===== src/rtl/decode_stage_pipe.sv =====
// decode_stage_pipe: LEGv8 ID stage with register file, control decoder, immgen and load-use stall.
// Optional: define DECODE_WB_BYPASS_EN to forward same-cycle writeback data to operand reads.
module decode_stage_pipe #(
    parameter int DATA_W   = 64,
    parameter int ADDR_W   = 64,
    parameter int NUM_REGS = 32,
    parameter int REG_AW   = $clog2(NUM_REGS)
) (
    input  logic              clk,
    input  logic              rst_n,
    input  logic              in_valid,
    output logic              in_ready,
    input  logic [31:0]       in_instr,
    input  logic [ADDR_W-1:0] in_pc,
    input  logic              flush,
    input  logic              wb_en,
    input  logic [REG_AW-1:0] wb_addr,
    input  logic [DATA_W-1:0] wb_data,
    output logic              out_valid,
    input  logic              out_ready,
    output logic [ADDR_W-1:0] out_pc,
    output logic [DATA_W-1:0] out_rs1_data,
    output logic [DATA_W-1:0] out_rs2_data,
    output logic [DATA_W-1:0] out_imm,
    output logic [REG_AW-1:0] out_rd,
    output logic [1:0]        out_alu_op,
    output logic              out_alu_src,
    output logic              out_mem_read,
    output logic              out_mem_write,
    output logic              out_mem_to_reg,
    output logic              out_reg_write,
    output logic              out_br,
    output logic              out_cbz,
    output logic              out_cbnz,
    output logic              out_illegal
);

    localparam logic [REG_AW-1:0] ZR = REG_AW'(NUM_REGS - 1);

    typedef struct packed {
        logic [1:0] alu_op;
        logic       alu_src;
        logic       mem_read;
        logic       mem_write;
        logic       mem_to_reg;
        logic       reg_write;
        logic       br;
        logic       cbz;
        logic       cbnz;
        logic       illegal;
    } ctrl_t;

    logic [DATA_W-1:0] regs [NUM_REGS];

    logic              is_b, is_cbz, is_cbnz, is_ldur, is_stur, is_r, is_i;
    logic [10:0]       op11;
    logic [9:0]        op10;
    ctrl_t             ctrl, ctrl_q;
    logic [DATA_W-1:0] imm;
    logic              reg2loc, uses_rs1, uses_rs2;
    logic [REG_AW-1:0] rs1, rs2;
    logic [DATA_W-1:0] rs1_data, rs2_data;
    logic              hazard, accept;

    assign op11    = in_instr[31:21];
    assign op10    = in_instr[31:22];
    assign is_b    = in_instr[31:26] == 6'b000101;
    assign is_cbz  = in_instr[31:24] == 8'b10110100;
    assign is_cbnz = in_instr[31:24] == 8'b10110101;
    assign is_ldur = op11 == 11'b11111000010;
    assign is_stur = op11 == 11'b11111000000;
    assign is_r    = (op11 == 11'b10001011000) | (op11 == 11'b11001011000) |
                     (op11 == 11'b10001010000) | (op11 == 11'b10101010000);
    assign is_i    = (op10 == 10'b1001000100) | (op10 == 10'b1101000100);

    always_comb begin
        ctrl     = '0;
        imm      = '0;
        reg2loc  = 1'b0;
        uses_rs1 = 1'b0;
        uses_rs2 = 1'b0;
        unique case (1'b1)
            is_b: begin
                ctrl.br = 1'b1;
                imm     = {{(DATA_W-28){in_instr[25]}}, in_instr[25:0], 2'b00};
            end
            is_cbz, is_cbnz: begin
                ctrl.alu_op = 2'b01;
                ctrl.cbz    = is_cbz;
                ctrl.cbnz   = is_cbnz;
                imm         = {{(DATA_W-21){in_instr[23]}}, in_instr[23:5], 2'b00};
                reg2loc     = 1'b1;
                uses_rs2    = 1'b1;
            end
            is_ldur: begin
                ctrl.alu_src    = 1'b1;
                ctrl.mem_read   = 1'b1;
                ctrl.mem_to_reg = 1'b1;
                ctrl.reg_write  = 1'b1;
                imm             = {{(DATA_W-9){in_instr[20]}}, in_instr[20:12]};
                uses_rs1        = 1'b1;
            end
            is_stur: begin
                ctrl.alu_src   = 1'b1;
                ctrl.mem_write = 1'b1;
                imm            = {{(DATA_W-9){in_instr[20]}}, in_instr[20:12]};
                reg2loc        = 1'b1;
                uses_rs1       = 1'b1;
                uses_rs2       = 1'b1;
            end
            is_r: begin
                ctrl.alu_op    = 2'b10;
                ctrl.reg_write = 1'b1;
                uses_rs1       = 1'b1;
                uses_rs2       = 1'b1;
            end
            is_i: begin
                ctrl.alu_op    = 2'b11;
                ctrl.alu_src   = 1'b1;
                ctrl.reg_write = 1'b1;
                imm            = {{(DATA_W-12){1'b0}}, in_instr[21:10]};
                uses_rs1       = 1'b1;
            end
            default: ctrl.illegal = 1'b1;
        endcase
    end

    assign rs1 = REG_AW'(in_instr[9:5]);
    assign rs2 = reg2loc ? REG_AW'(in_instr[4:0]) : REG_AW'(in_instr[20:16]);

    always_comb begin
        rs1_data = regs[rs1];
        rs2_data = regs[rs2];
`ifdef DECODE_WB_BYPASS_EN
        if (wb_en && wb_addr == rs1) rs1_data = wb_data;
        if (wb_en && wb_addr == rs2) rs2_data = wb_data;
`endif
        if (rs1 == ZR) rs1_data = '0;
        if (rs2 == ZR) rs2_data = '0;
    end

    // Writeback is independent of the pipeline handshake.
    always_ff @(posedge clk) begin
        if (!rst_n) begin
            for (int i = 0; i < NUM_REGS; i++) regs[i] <= '0;
        end else if (wb_en && wb_addr != ZR) begin
            regs[wb_addr] <= wb_data;
        end
    end

    assign hazard = in_valid & out_valid & out_mem_read & (out_rd != ZR) &
                    ((uses_rs1 & (rs1 == out_rd)) | (uses_rs2 & (rs2 == out_rd)));

    assign in_ready = rst_n & (~out_valid | out_ready) & ~hazard & ~flush;
    assign accept   = in_valid & in_ready;

    always_ff @(posedge clk) begin
        if (!rst_n) begin
            out_valid    <= 1'b0;
            out_pc       <= '0;
            out_rs1_data <= '0;
            out_rs2_data <= '0;
            out_imm      <= '0;
            out_rd       <= '0;
            ctrl_q       <= '0;
        end else if (flush) begin
            out_valid <= 1'b0;
        end else if (accept) begin
            out_valid    <= 1'b1;
            out_pc       <= in_pc;
            out_rs1_data <= rs1_data;
            out_rs2_data <= rs2_data;
            out_imm      <= imm;
            out_rd       <= REG_AW'(in_instr[4:0]);
            ctrl_q       <= ctrl;
        end else if (out_ready) begin
            out_valid <= 1'b0;
        end
    end

    assign out_alu_op     = ctrl_q.alu_op;
    assign out_alu_src    = ctrl_q.alu_src;
    assign out_mem_read   = ctrl_q.mem_read;
    assign out_mem_write  = ctrl_q.mem_write;
    assign out_mem_to_reg = ctrl_q.mem_to_reg;
    assign out_reg_write  = ctrl_q.reg_write;
    assign out_br         = ctrl_q.br;
    assign out_cbz        = ctrl_q.cbz;
    assign out_cbnz       = ctrl_q.cbnz;
    assign out_illegal    = ctrl_q.illegal;

endmodule


===== config.mk =====
export PLATFORM = sky130hd
export DESIGN_NAME = decode_stage_pipe
export DESIGN_NICKNAME = d
export VERILOG_FILES = /design/src/rtl/decode_stage_pipe.sv
export SDC_FILE = /design/constraint.sdc
export NUM_CORES = 2
export LEC_CHECK = 0
export BUFFER_PORTS_ARGS = -buffer_cell sky130_fd_sc_hd__buf_2
export CAP_MARGIN = 20
export CORE_MARGIN = 2
export CORE_UTILIZATION = 35
export CTS_BUF_LIST = sky130_fd_sc_hd__clkbuf_8
export DETAILED_ROUTE_END_ITERATION = 8
export GPL_TIMING_DRIVEN = 0
export PLACE_DENSITY = 0.5
export SLEW_MARGIN = 10
export SYNTH_ARGS = -nofsm -noshare
export SYNTH_HDL_FRONTEND = slang
export SYNTH_SLANG_ARGS = --single-unit
export TNS_END_PERCENT = 5

===== constraint.sdc =====
create_clock -name clk -period 7.8 [get_ports clk]
set_input_delay 0.39 -clock clk [delete_from_list [all_inputs] [get_ports clk]]
set_output_delay 0.39 -clock clk [all_outputs]
set_load 0.005 [all_outputs]

==> impl_metrics.py <==
metrics = {
    "sta": {
        "hold_viol": 0,
        "slew_violations": 0,
        "finalSetupViolCount": 0,
        "tns_ps": 0,
        "worst_pin_slew_ps": 1400,
        "slew-limit-headroom_pct": 6.75,
        "skew_ps": 83.9,
        "finalCritPeriodShare_pct": 85.8,
        "rsz0062_at_grt": "no",
        "layout_min_cycle_time_ps": 6690,
        "max_freq_ghz": 0.149,
    },
    "min_path": {
        "min_from": "in_pc[62]",
        "hp-class": "input pin to flop",
    },
    "logic_synthesis": {
        "synth_area_leaders": "edfxtp_1 (52%), mux4_2 (12%), and2_1 (11%)",
        "synth_top_cell_by_area": "edfxtp_1",
        "avgSynthCellArea_um2": 11.8,
        "synth-seq-area-share_pct": 55.7,
        "ys_ff_latch": 2284,
        "ys_warn_count": 0,
        "syn-cell-area_um2": 119000,
        "synth_async_sr_flop_share_pct": 0,
        "yosysUniqueCellTypes": 82,
        "synthTopCellsByCount": "and2_1 (2051), edfxtp_1 (2048), nand2_1 (1702), clkbuf_1 (747), mux4_2 (640)",
        "synthCells": 10000,
        "synth-main-ff-cell": "edfxtp_1",
        "synth_edf_count": 2048,
        "synth.top_cell.area_share_pct": 51.7,
        "yosys.cell_count.top_type": "and2_1",
    },
    "clock_network": {
        "cts_buffers": 422,
        "clkTransAtPathRegs_ps": 60,
        "cts_tree": "yes",
        "cts_root_buf": "clkbuf_8",
        "h-tree-depth": 5,
        "clock-sinks": 2284,
        "clk_path_buf_depth": 4,
        "worstSkewPairLatency_ps": 1220,
        "post-cts-setup-buffers": 0,
        "cts_resized": 0,
        "hold_buffers": 186,
    },
    "setup_path": {
        "cp.arrival_ps": 7730,
        "crit_path_start": "in_instr[26]",
        "cp_num_buf_inv": 4,
        "path_class": "input pin to flop",
        "worst_ep_required_time_ps": 8840,
        "cp-end-kind": "flop",
        "worstSetupStartpointType": "input pin",
        "rr_startpoint": "out_rd[1]$_SDFFE_PN0P_",
        "critPathSlowestCell": "clkbuf_1",
        "path_cells": "dlygate4sd3_1, buf_2, or3_1, o21ai_2, nand3_1, nand3_1, clkbuf_2, clkbuf_1, a21oi_1, nor3_1, o21ai_0, nand4_1, nand2_1",
        "cpLargestDelayFamily": "simple AND/OR/NAND/NOR gates",
        "cp_common_cell": "nand3_1",
        "max_stage_delay_ps": 1020,
        "cp_max_fo": 10,
    },
    "cells_and_area": {
        "top_register": "regs",
        "nets": 11600,
        "largest_register_ffs": 2048,
        "multi_input_area_um2": 49300,
        "drive_gt1_share_pct": 19.8,
        "register_area_um2": 66200,
        "stdcell_count": 16400,
        "n_fill_cell": 32500,
        "syn_to_final_growth_pct": 20.5,
    },
    "global_route": {
        "antenna_found_initial": 90,
        "grt_first_pass_wirelength_um": 939000,
        "overflow": 0,
        "grt_pass1_vias": 96500,
        "gr-usage-all-layers_pct": 41.4,
        "grt_max_degree": 39,
    },
    "floorplanning": {
        "fp.dieH_um": 587,
        "ioPinCount": 445,
        "rows": 214,
        "dieArea_um2": 345000,
        "core_um2": 339000,
        "die_w_um": 587,
        "initial_core_util_pct": 35.1,
    },
    "flow_run": {
        "max-cap-violations": 0,
    },
    "power_and_ir_drop": {
        "power.density_nw_per_um2": 219,
        "seq_power_share_pct": 45.9,
        "p_switching_mw": 10.1,
        "pwr-share-comb_pct": 17.6,
        "clkPwrFrac_pct": 36.5,
        "peakVddDrop_mv": 0.142,
        "p_leak_nw": 53.3,
        "p_sw_share_pct": 32.1,
        "p_int_mw": 21.4,
    },
    "drt": {
        "detail_route.wl_per_cell_um": 44.7,
        "num_vias": 103000,
        "first_iter_violations": 18600,
        "drc": 0,
        "wl_um": 734000,
        "ant_nets": 0,
        "drtPass1Iterations": 8,
        "vias_per_cell": 6.27,
    },
    "placed_design": {
        "place.gp.congestion": 1.04,
        "dp_hpwl_um": 561000,
        "place_inst": 15400,
        "io_buffers": 435,
    },
    "status": {
        "status": "completed",
    },
}
## cells in the final DEF (no fill, tap or decap), drive strengths merged, types with 14 or more instances in the layout
| cell type | netlist | routed |
|---|---|---|
| a21o | 14 | 14 |
| nand2 | 1702 | 1702 |
| o21ai | 182 | 182 |
| nor4 | 24 | 24 |
| a211oi | 59 | 59 |
| a211o | 15 | 15 |
| conb | 1 | 64 |
| o22ai | 65 | 65 |
| dfxtp | 236 | 236 |
| buf | 278 | 1017 |
| nor2 | 94 | 94 |
| a221o | 22 | 22 |
| nand3 | 509 | 509 |
| edfxtp | 2048 | 2048 |
| a221oi | 20 | 20 |
| and2 | 2051 | 2051 |
| nor3 | 70 | 70 |
| diode | 0 | 61 |
| a21oi | 550 | 550 |
| mux4 | 640 | 640 |
| a22oi | 180 | 180 |
| or4 | 21 | 21 |
| nand4 | 52 | 52 |
| mux2i | 246 | 246 |
| dlygate4sd3 | 0 | 186 |
| clkbuf | 747 | 1219 |
| inv | 4 | 153 |
| a22o | 39 | 39 |
| a32o | 43 | 43 |
| clkinv | 1 | 142 |
| a2111oi | 22 | 22 |
## layer usage
metal,wire [µm],global-route usage (%)
met5,106,0
met4,87900,40.7
met3,89500,12.3
met2,304000,59.3
met1,253000,49.1
## power by group through the flow
stage / clock [mW] / combinational, mW / sequential (mW)
global placement: 0 / 4.79 / 14.9
floorplan: 0 / 2.19 / 14.6
detailed placement: 0 / 5.15 / 14.6
CTS: 11.4 / 5.24 / 14.4
finish: 11.5 / 5.55 / 14.4
global route: 11.9 / 5.44 / 14.5
## through the flow
| stage | total power, mW | util [%] | hold slack [ps] | cell area [µm²] | setup WS, ps |
|---|---|---|---|---|---|
| after floorplan | 16.7 | - | 434 | 119000 | 1600 |
| after global placement | 19.6 | 37.5 | 428 | 127000 | -7480 |
| after detailed placement | 19.8 | 39.2 | 428 | 133000 | 1250 |
| after CTS | 31.0 | 42.1 | 0.361 | 143000 | 1850 |
| after global routing | 31.8 | 42.2 | 65.2 | 143000 | 1440 |
| final | 31.4 | 42.3 | 50.4 | 143000 | 1110 |
## final timing paths
kind	to	slack [ps]	depth (start not counted)
hold reg to reg	out_rs2_data[21]$_SDFFE_PN0P_	440	2
hold / removal	out_pc[62]$_SDFFE_PN0P_	50	4
setup reg to reg	out_rs2_data[39]$_SDFFE_PN0P_	2810	12
setup / recovery	out_rs2_data[30]$_SDFFE_PN0P_	1110	13
## area by class of cell
| type | instances | area share (%) |
|---|---|---|
| antenna | 61 | 0.106 |
| buffer | 1025 | 3.08 |
| clock buffer | 470 | 4.51 |
| clock inverter | 303 | 1.02 |
| inverter | 5 | 0.0131 |
| multi-input combinational | 6798 | 34.4 |
| sequential | 2284 | 46.2 |
| tap | 4536 | 3.96 |
| timing repair buffer | 927 | 6.73 |
## cell families (layout without fill, tap and decap cells)
group	count (synthesis)	in the layout	synth area share, %
AO/OA/AOI/OAI	1273	1273	6.74
XOR/XNOR	12	12	0.0884
buffers and inverters	1030	2730	3.59
flip-flops	2284	2284	55.7
multiplexers	887	887	14.2
other	1	125	0.00315
AND/OR/NAND/NOR	4562	4562	19.7
## worst register-to-register path, delay by kind of cell (launching register included)
| kind | cells | cell delay [ps] |
|---|---|---|
| AOI/OAI and AO/OA | 4 | 960 |
| and+or+nand+nor | 4 | 1910 |
| buffers and inverters | 3 | 1470 |
| xor gates and xnor gates | 1 | 130 |
| DFF | 1 | 470 |
Note: power is estimated with default switching activity, not from simulation.
